`config.mk`:
```
export PLATFORM = sky130hd
export DESIGN_NAME = i2s_audio_tx
export DESIGN_NICKNAME = d
export VERILOG_FILES = /design/src/rtl/i2s_audio_tx.sv
export SDC_FILE = /design/constraint.sdc
export NUM_CORES = 1
export LEC_CHECK = 0
export BUFFER_PORTS_ARGS = -buffer_cell sky130_fd_sc_hd__buf_4
export CORE_ASPECT_RATIO = 1.75
export CORE_MARGIN = 3
export CORE_UTILIZATION = 54
export CTS_CLUSTER_DIAMETER = 60
export CTS_CLUSTER_SIZE = 16
export DETAILED_ROUTE_END_ITERATION = 6
export GPL_ROUTABILITY_DRIVEN = 0
export PLACE_DENSITY = 0.75
export SLEW_MARGIN = 20
export SYNTH_ARGS = -nofsm -noshare
export SYNTH_HDL_FRONTEND = slang
export SYNTH_SLANG_ARGS = --single-unit
```
`constraint.sdc`:
```
create_clock -name clk_audio -period 2.7 [get_ports clk_audio]
set_clock_uncertainty 0.1 [all_clocks]
set_input_delay 0.27 -clock clk_audio [delete_from_list [all_inputs] [get_ports clk_audio]]
set_output_delay 0.27 -clock clk_audio [all_outputs]
set_load 0.03 [all_outputs]
```
`src/rtl/i2s_audio_tx.sv`:
```
// -----------------------------------------------------------------------------
// i2s_audio_tx
//
// Stereo I2S transmitter running from the 49.152 MHz audio PLL clock.
// Core logic hands over PCM sample pairs through a small FIFO. The block
// derives MCLK, SCLK (64 fs) and LRCK from the audio clock. It shifts each
// sample pair out MSB-first in Philips I2S format. Each channel sits in a
// 32-bit slot, and the data lags the LRCK edge by one bit.
//
// Optional feature macro: I2S_UNDERRUN_HOLD_EN
//   defined   : on underrun the last popped sample pair is replayed
//   undefined : on underrun silence (0/0) is played
//
// Parameters
//   SAMPLE_W    PCM bits per channel (1..31, padded to a 32-bit slot)
//   FIFO_DEPTH  sample-pair FIFO entries (power of 2, >= 2)
//   MCLK_DIV    clk_audio cycles per MCLK period (even, >= 2)
//   SCLK_DIV    clk_audio cycles per SCLK period (even, >= 4)
//
// Ports
//   clk_audio     in   audio PLL clock
//   reset_n       in   asynchronous active-low reset
//   sample_l      in   left PCM sample, two's complement
//   sample_r      in   right PCM sample, two's complement
//   sample_valid  in   sample pair presented
//   sample_ready  out  FIFO can accept; push on valid && ready
//   audio_mclk    out  master clock, 50% duty
//   audio_lrck    out  word select, 0 = left, 1 = right
//   audio_dac     out  serial data, changes on SCLK falling edge
//   audio_sclk    out  bit clock, 50% duty
//   underrun      out  1-cycle pulse when a frame load finds the FIFO empty
//   fifo_level    out  current FIFO occupancy
// -----------------------------------------------------------------------------
module i2s_audio_tx #(
  parameter int SAMPLE_W   = 16,
  parameter int FIFO_DEPTH = 4,
  parameter int MCLK_DIV   = 4,
  parameter int SCLK_DIV   = 16
) (
  input  logic                          clk_audio,
  input  logic                          reset_n,
  input  logic [SAMPLE_W-1:0]           sample_l,
  input  logic [SAMPLE_W-1:0]           sample_r,
  input  logic                          sample_valid,
  output logic                          sample_ready,
  output logic                          audio_mclk,
  output logic                          audio_lrck,
  output logic                          audio_dac,
  output logic                          audio_sclk,
  output logic                          underrun,
  output logic [$clog2(FIFO_DEPTH):0]   fifo_level
);

  localparam int PTR_W = $clog2(FIFO_DEPTH);
  localparam int LVL_W = PTR_W + 1;
  localparam int MHALF = MCLK_DIV / 2;
  localparam int SHALF = SCLK_DIV / 2;
  localparam int MCW   = (MHALF > 1) ? $clog2(MHALF) : 1;
  localparam int SCW   = (SHALF > 1) ? $clog2(SHALF) : 1;
  localparam int PAD_W = 32 - SAMPLE_W;

  // Clock divider state
  logic [MCW-1:0] mclk_cnt;
  logic           mclk_q;
  logic [SCW-1:0] sclk_cnt;
  logic           sclk_q;

  // Framing state
  logic           fall_tick;
  logic           frame_wrap;
  logic [5:0]     bit_cnt;
  logic [31:0]    shift_l;
  logic [31:0]    shift_r;
  logic           dac_q;
  logic           underrun_q;
  logic [SAMPLE_W-1:0] held_l;
  logic [SAMPLE_W-1:0] held_r;

  // FIFO state
  logic [SAMPLE_W-1:0] mem_l [FIFO_DEPTH];
  logic [SAMPLE_W-1:0] mem_r [FIFO_DEPTH];
  logic [PTR_W-1:0]    wr_ptr;
  logic [PTR_W-1:0]    rd_ptr;
  logic [LVL_W-1:0]    level;
  logic                ready_en;
  logic                fifo_empty;
  logic                fifo_full;
  logic                push;
  logic                pop;

  // Pair loaded into the shift registers at the frame boundary
  logic [SAMPLE_W-1:0] load_l;
  logic [SAMPLE_W-1:0] load_r;

  // MCLK divider: free-running counter, output toggles every MCLK_DIV/2 cycles
  always_ff @(posedge clk_audio or negedge reset_n) begin
    if (!reset_n) begin
      mclk_cnt <= '0;
      mclk_q   <= 1'b0;
    end else if (mclk_cnt == MCW'(MHALF - 1)) begin
      mclk_cnt <= '0;
      mclk_q   <= ~mclk_q;
    end else begin
      mclk_cnt <= mclk_cnt + MCW'(1);
    end
  end

  // SCLK divider: same scheme, SCLK_DIV/2 cycles per half period
  always_ff @(posedge clk_audio or negedge reset_n) begin
    if (!reset_n) begin
      sclk_cnt <= '0;
      sclk_q   <= 1'b0;
    end else if (sclk_cnt == SCW'(SHALF - 1)) begin
      sclk_cnt <= '0;
      sclk_q   <= ~sclk_q;
    end else begin
      sclk_cnt <= sclk_cnt + SCW'(1);
    end
  end

  // fall_tick marks the cycle in which SCLK is about to be driven 1->0.
  // Every framing register moves on this strobe, so DAC and LRCK change
  // together with the SCLK falling edge.
  assign fall_tick  = sclk_q && (sclk_cnt == SCW'(SHALF - 1));
  assign frame_wrap = fall_tick && (bit_cnt == 6'd63);

  assign fifo_empty = (level == '0);
  assign fifo_full  = (level == LVL_W'(FIFO_DEPTH));
  assign pop        = frame_wrap && !fifo_empty;

  // A full FIFO still accepts a pair in the load cycle. The pop frees the
  // slot in that same cycle. ready depends only on registered state, so
  // there is no path from sample_valid. ready_en keeps ready low while
  // reset is held.
  assign sample_ready = ready_en && (!fifo_full || pop);
  assign push         = sample_valid && sample_ready;

  // Frame load source. The FIFO head is used when data is present;
  // otherwise the underrun value is used.
  always_comb begin
    load_l = '0;
    load_r = '0;
    if (!fifo_empty) begin
      load_l = mem_l[rd_ptr];
      load_r = mem_r[rd_ptr];
    end else begin
`ifdef I2S_UNDERRUN_HOLD_EN
      load_l = held_l;
      load_r = held_r;
`else
      load_l = '0;
      load_r = '0;
`endif
    end
  end

  // FIFO storage. The contents need no reset, because level and pointers
  // decide what is valid. When the FIFO is full, a push writes the slot
  // that the concurrent pop is reading. The read sees the old value, so
  // the order is preserved.
  always_ff @(posedge clk_audio) begin
    if (push) begin
      mem_l[wr_ptr] <= sample_l;
      mem_r[wr_ptr] <= sample_r;
    end
  end

  // FIFO pointers and occupancy. Pointers wrap naturally at the
  // power-of-two depth.
  always_ff @(posedge clk_audio or negedge reset_n) begin
    if (!reset_n) begin
      wr_ptr   <= '0;
      rd_ptr   <= '0;
      level    <= '0;
      ready_en <= 1'b0;
    end else begin
      ready_en <= 1'b1;
      if (push) begin
        wr_ptr <= wr_ptr + PTR_W'(1);
      end
      if (pop) begin
        rd_ptr <= rd_ptr + PTR_W'(1);
      end
      case ({push, pop})
        2'b10:   level <= level + LVL_W'(1);
        2'b01:   level <= level - LVL_W'(1);
        default: level <= level;
      endcase
    end
  end

  // Bit counter and serialiser. The DAC register receives the bit that
  // belongs to the new bit_cnt value, which gives the one-bit I2S delay.
  // Bit_cnt values 0..31 advance the left slot and 32..62 advance the
  // right slot. Each slot is left-aligned, so the padding bits come out
  // as zeros.
  always_ff @(posedge clk_audio or negedge reset_n) begin
    if (!reset_n) begin
      bit_cnt    <= '0;
      shift_l    <= '0;
      shift_r    <= '0;
      dac_q      <= 1'b0;
      underrun_q <= 1'b0;
      held_l     <= '0;
      held_r     <= '0;
    end else begin
      underrun_q <= frame_wrap && fifo_empty;
      if (fall_tick) begin
        bit_cnt <= bit_cnt + 6'd1;
        if (frame_wrap) begin
          shift_l <= {load_l, {PAD_W{1'b0}}};
          shift_r <= {load_r, {PAD_W{1'b0}}};
          dac_q   <= 1'b0;
          if (!fifo_empty) begin
            held_l <= load_l;
            held_r <= load_r;
          end
        end else if (!bit_cnt[5]) begin
          dac_q   <= shift_l[31];
          shift_l <= {shift_l[30:0], 1'b0};
        end else begin
          dac_q   <= shift_r[31];
          shift_r <= {shift_r[30:0], 1'b0};
        end
      end
    end
  end

  assign audio_mclk = mclk_q;
  assign audio_sclk = sclk_q;
  assign audio_lrck = bit_cnt[5];
  assign audio_dac  = dac_q;
  assign underrun   = underrun_q;
  assign fifo_level = level;

endmodule

```
==> run_results.csv <==
group,metric,value,unit
status,status,"completed",
detailed_routing,wl,12500,um
timing,setup_ws,0.105,ns
clock_tree,clock_path_buffers,2,
yosys,ys_warn_count,0,
run,cap_violations,0,
finish,diodes,0,
yosys,syn_area,7040,um2
power,power_density,747,nW/um2
critical_path,required,2.33,ns
critical_path,worstSetupStartpointType,"flop",
clock_tree,clk_pin_slew,0.06,ns
finish,ff_latch_area,5200,um2
grt,grt_pass1_wl,20700,um
timing,tightest_slew,0.906,ns
finish,finalNonFillerCells,667,
timing,finalMaxSlewViolations,0,
clock_tree,htreeDepth,4,
timing,rsz0062_at_grt,"false",
power,p_leak,3.18,nW
grt,grt_max_degree,55,
grt,grt_remaining_overflow,0,
critical_path,worstPathCellList,"ha_1 > ha_2 > nand3_4 > or2_1 > buf_4 > a31oi_1 > buf_4",
clock_tree,cts_tree,"done",
placed_design,numPortBuffers,43,
floorplan,io_pins,44,
grt,antenna_found_initial,0,
placed_design,placed_cells,602,
floorplan,start_util,0.557,
min_path,hold_path_class,"primary input to async pin",
placed_design,preCtsSetupSlack,0.139,ns
finish,multi_input_area,1710,um2
grt,grt_pass1_vias,3975,
finish,syn_to_final_growth,21.3,%
yosys,yosysSeqAreaShare,0.738,
detailed_routing,wire_per_inst,18.8,um
detailed_routing,firstDrtPassIters,4,
yosys,synth_seq_cells,182,
detailed_routing,num_vias,3670,
floorplan,die_x,92.3,um
yosys,synth.area.top_cells,"edfxtp_1 (55%), dfrtp_1 (19%), mux4_2 (10%), nor2_1 (2.7%), a221oi_1 (1.9%)",
floorplan,rows,54,
power,peakVddDrop,0.565,mV
detailed_routing,route.antenna.remaining_nets,0,
timing,fin_crit_sh,0.961,
timing,fin_tns_setup,0,ns
finish,n_fill_cell,834,
critical_path,crit_path_frequent_cell,"buf_4",
placed_design,dp_hpwl,8160,um
clock_tree,cts.sink_count,182,
yosys,syn-instance-count,394,
floorplan,die_area,14500,um2
critical_path,crit_path_end_kind,"output port",
timing,finalCriticalPeriod,2.60,ns
critical_path,cp_top_family,"buffers and inverters",
timing,fmax,385,MHz
yosys,syn_avg_cell_area,17.9,um2
detailed_routing,vias_per_cell,5.50,
yosys,synth.net_count,438,
critical_path,path_max_fanout,17,
floorplan,core_region_area,12600,um2
timing,maxSlewHeadroom,0.394,
finish,nNetsFinal,530,
critical_path,arrival,2.23,ns
clock_tree,cts_made_buffers,17,
timing,finalSetupViolCount,0,
detailed_routing,drc,0,
critical_path,path_buf_inv,2,
finish,final_util,0.676,
critical_path,worst-setup-path-type,"flop to output port",
finish,drive_gt1_frac,0.267,
critical_path,max_stage_delay,0.37,ns
critical_path,crit_slowest_cell,"dfrtp_1",
floorplan,dieHeight,157,um
yosys,synth_top_area_frac,0.546,
yosys,synth_cell_types,33,
yosys,synth_largest_area_cell,"edfxtp_1",
grt,track_usage,0.192,
clock_tree,cts_root_buf,"clkbuf_16",
clock_tree,clock_latency,0.42,ns
power,finalPower,6.38,mW
detailed_routing,drtIter0Drc,230,
timing,hold_viol_final,0,
==> synth_stat cells <==
library cell / count
and2_1: 5
nor4_1: 1
mux2_4: 1
ha_1: 8
and3_1: 1
and2b_1: 1
edfxtp_1: 128
a22oi_1: 15
mux4_2: 32
a31oi_4: 1
or2_1: 1
nand3_4: 1
inv_1: 9
conb_1: 1
nor3_1: 2
a221oi_1: 15
fa_1: 1
buf_2: 10
xnor2_1: 7
a22o_1: 1
dfrtp_1: 54
nand2_1: 7
clkbuf_1: 7
buf_6: 3
nor2_1: 50
xor2_1: 6
buf_4: 1
mux2i_1: 1
o21ai_0: 2
a21oi_1: 16
a31oi_1: 2
mux2_2: 1
nand4_1: 3
==> registers in the layout, summed over array words and instances (netlist names) <==
name and flops:
bit_cnt 6, shift_r 16, audio_sclk 1, mclk_cnt 1
fifo_level 3, mem_l 64, shift_l 16, audio_mclk 1
ready_en 1, mem_r 64, wr_ptr 2, rd_ptr 2
sclk_cnt 3, audio_dac 1, underrun 1
==> per-stage QoR <==
step	cell area [um2]	hold slack, ns
floorplan	7040	-0.126
global placement	7610	0.254
detailed placement	7610	0.269
CTS	8530	0.339
global route	8540	0.362
finish	8540	0.342
==> layout make-up <==
type / instances / share of cell area
flip-flops and latches: 182 / 0.609
repair buffers: 94 / 0.0938
well taps: 168 / 0.0246
clock inverters: 13 / 0.0183
inverters: 9 / 0.00396
clock buffers: 19 / 0.0507
multi-input cells: 182 / 0.200
==> routing by layer <==
layer	GRT usage	routed length, um
met1	0.218	4820
met2	0.347	7060
met3	0.0445	354
met4	0.0787	297
met5	0	0
==> power by group <==
group	leakage, nW	total, mW	internal, mW	switching, mW
Sequential	1.88	3.36	3.26	0.101
Clock	0.278	2.42	1.45	0.970
Combinational	1.02	0.600	0.249	0.351
Total	3.18	6.38	4.96	1.42
==> kinds of logic after synthesis <==
| group | after synthesis | synth area share |
|---|---|---|
| simple gates | 72 | 0.0452 |
| compound gates | 52 | 0.0535 |
| flops | 182 | 0.738 |
| fa+ha+maj | 9 | 0.0171 |
| xor+xnor | 13 | 0.0162 |
| mux | 35 | 0.108 |
| buf+inv | 30 | 0.0215 |
| other cells | 1 | 0.000533 |
==> worst register-to-register path, cell delays in order, from the launching register on <==
cell,delay [ns]
dfrtp_1,0.40
ha_1,0.21
ha_2,0.22
nand3_4,0.09
or2_1,0.17
a31oi_4,0.10
inv_1,0.07
ha_1,0.17
inv_1,0.06
fa_1,0.37
xor2_1,0.15
nor2_1,0.12
xor2_1,0.19
==> timing repair <==
item	CTS	global route
hold endpoints to repair	182	0
setup buffers	0	0
setup endpoints to repair	0	1
resized for setup	0	1
hold buffers	33	0
==> cell usage in the layout, fill, tap and decap left out, types with 3 or more instances in the layout <==
cell type / instances
ha_1: 7
dfrtp_1: 53
a22oi_1: 15
nand2_1: 7
a21oi_1: 15
xnor2_1: 7
xor2_1: 6
a221oi_1: 15
bufinv_16: 3
and2_2: 4
mux4_2: 32
nor2_1: 50
buf_4: 60
edfxtp_1: 128
inv_1: 9
clkbuf_16: 17
nand4_1: 3
dlygate4sd3_1: 33
clkinvlp_4: 3
==> final timing paths <==
path	depth (start not counted)	end	startpoint	slack (ns)
worst max-delay path	7	sample_ready	sclk_cnt[0]	0.10
worst min-delay path	2	shift_r[23]	reset_n	0.34
worst max register to register	12	fifo_level[2]	sclk_cnt[0]	0.19
worst min register to register	1	mclk_cnt	mclk_cnt	0.34
max in group asynchronous	2	rd_ptr[0]	reset_n	1.66
min in group clk_audio	1	mclk_cnt	mclk_cnt	0.34
Power figures use the tool's default switching activity.
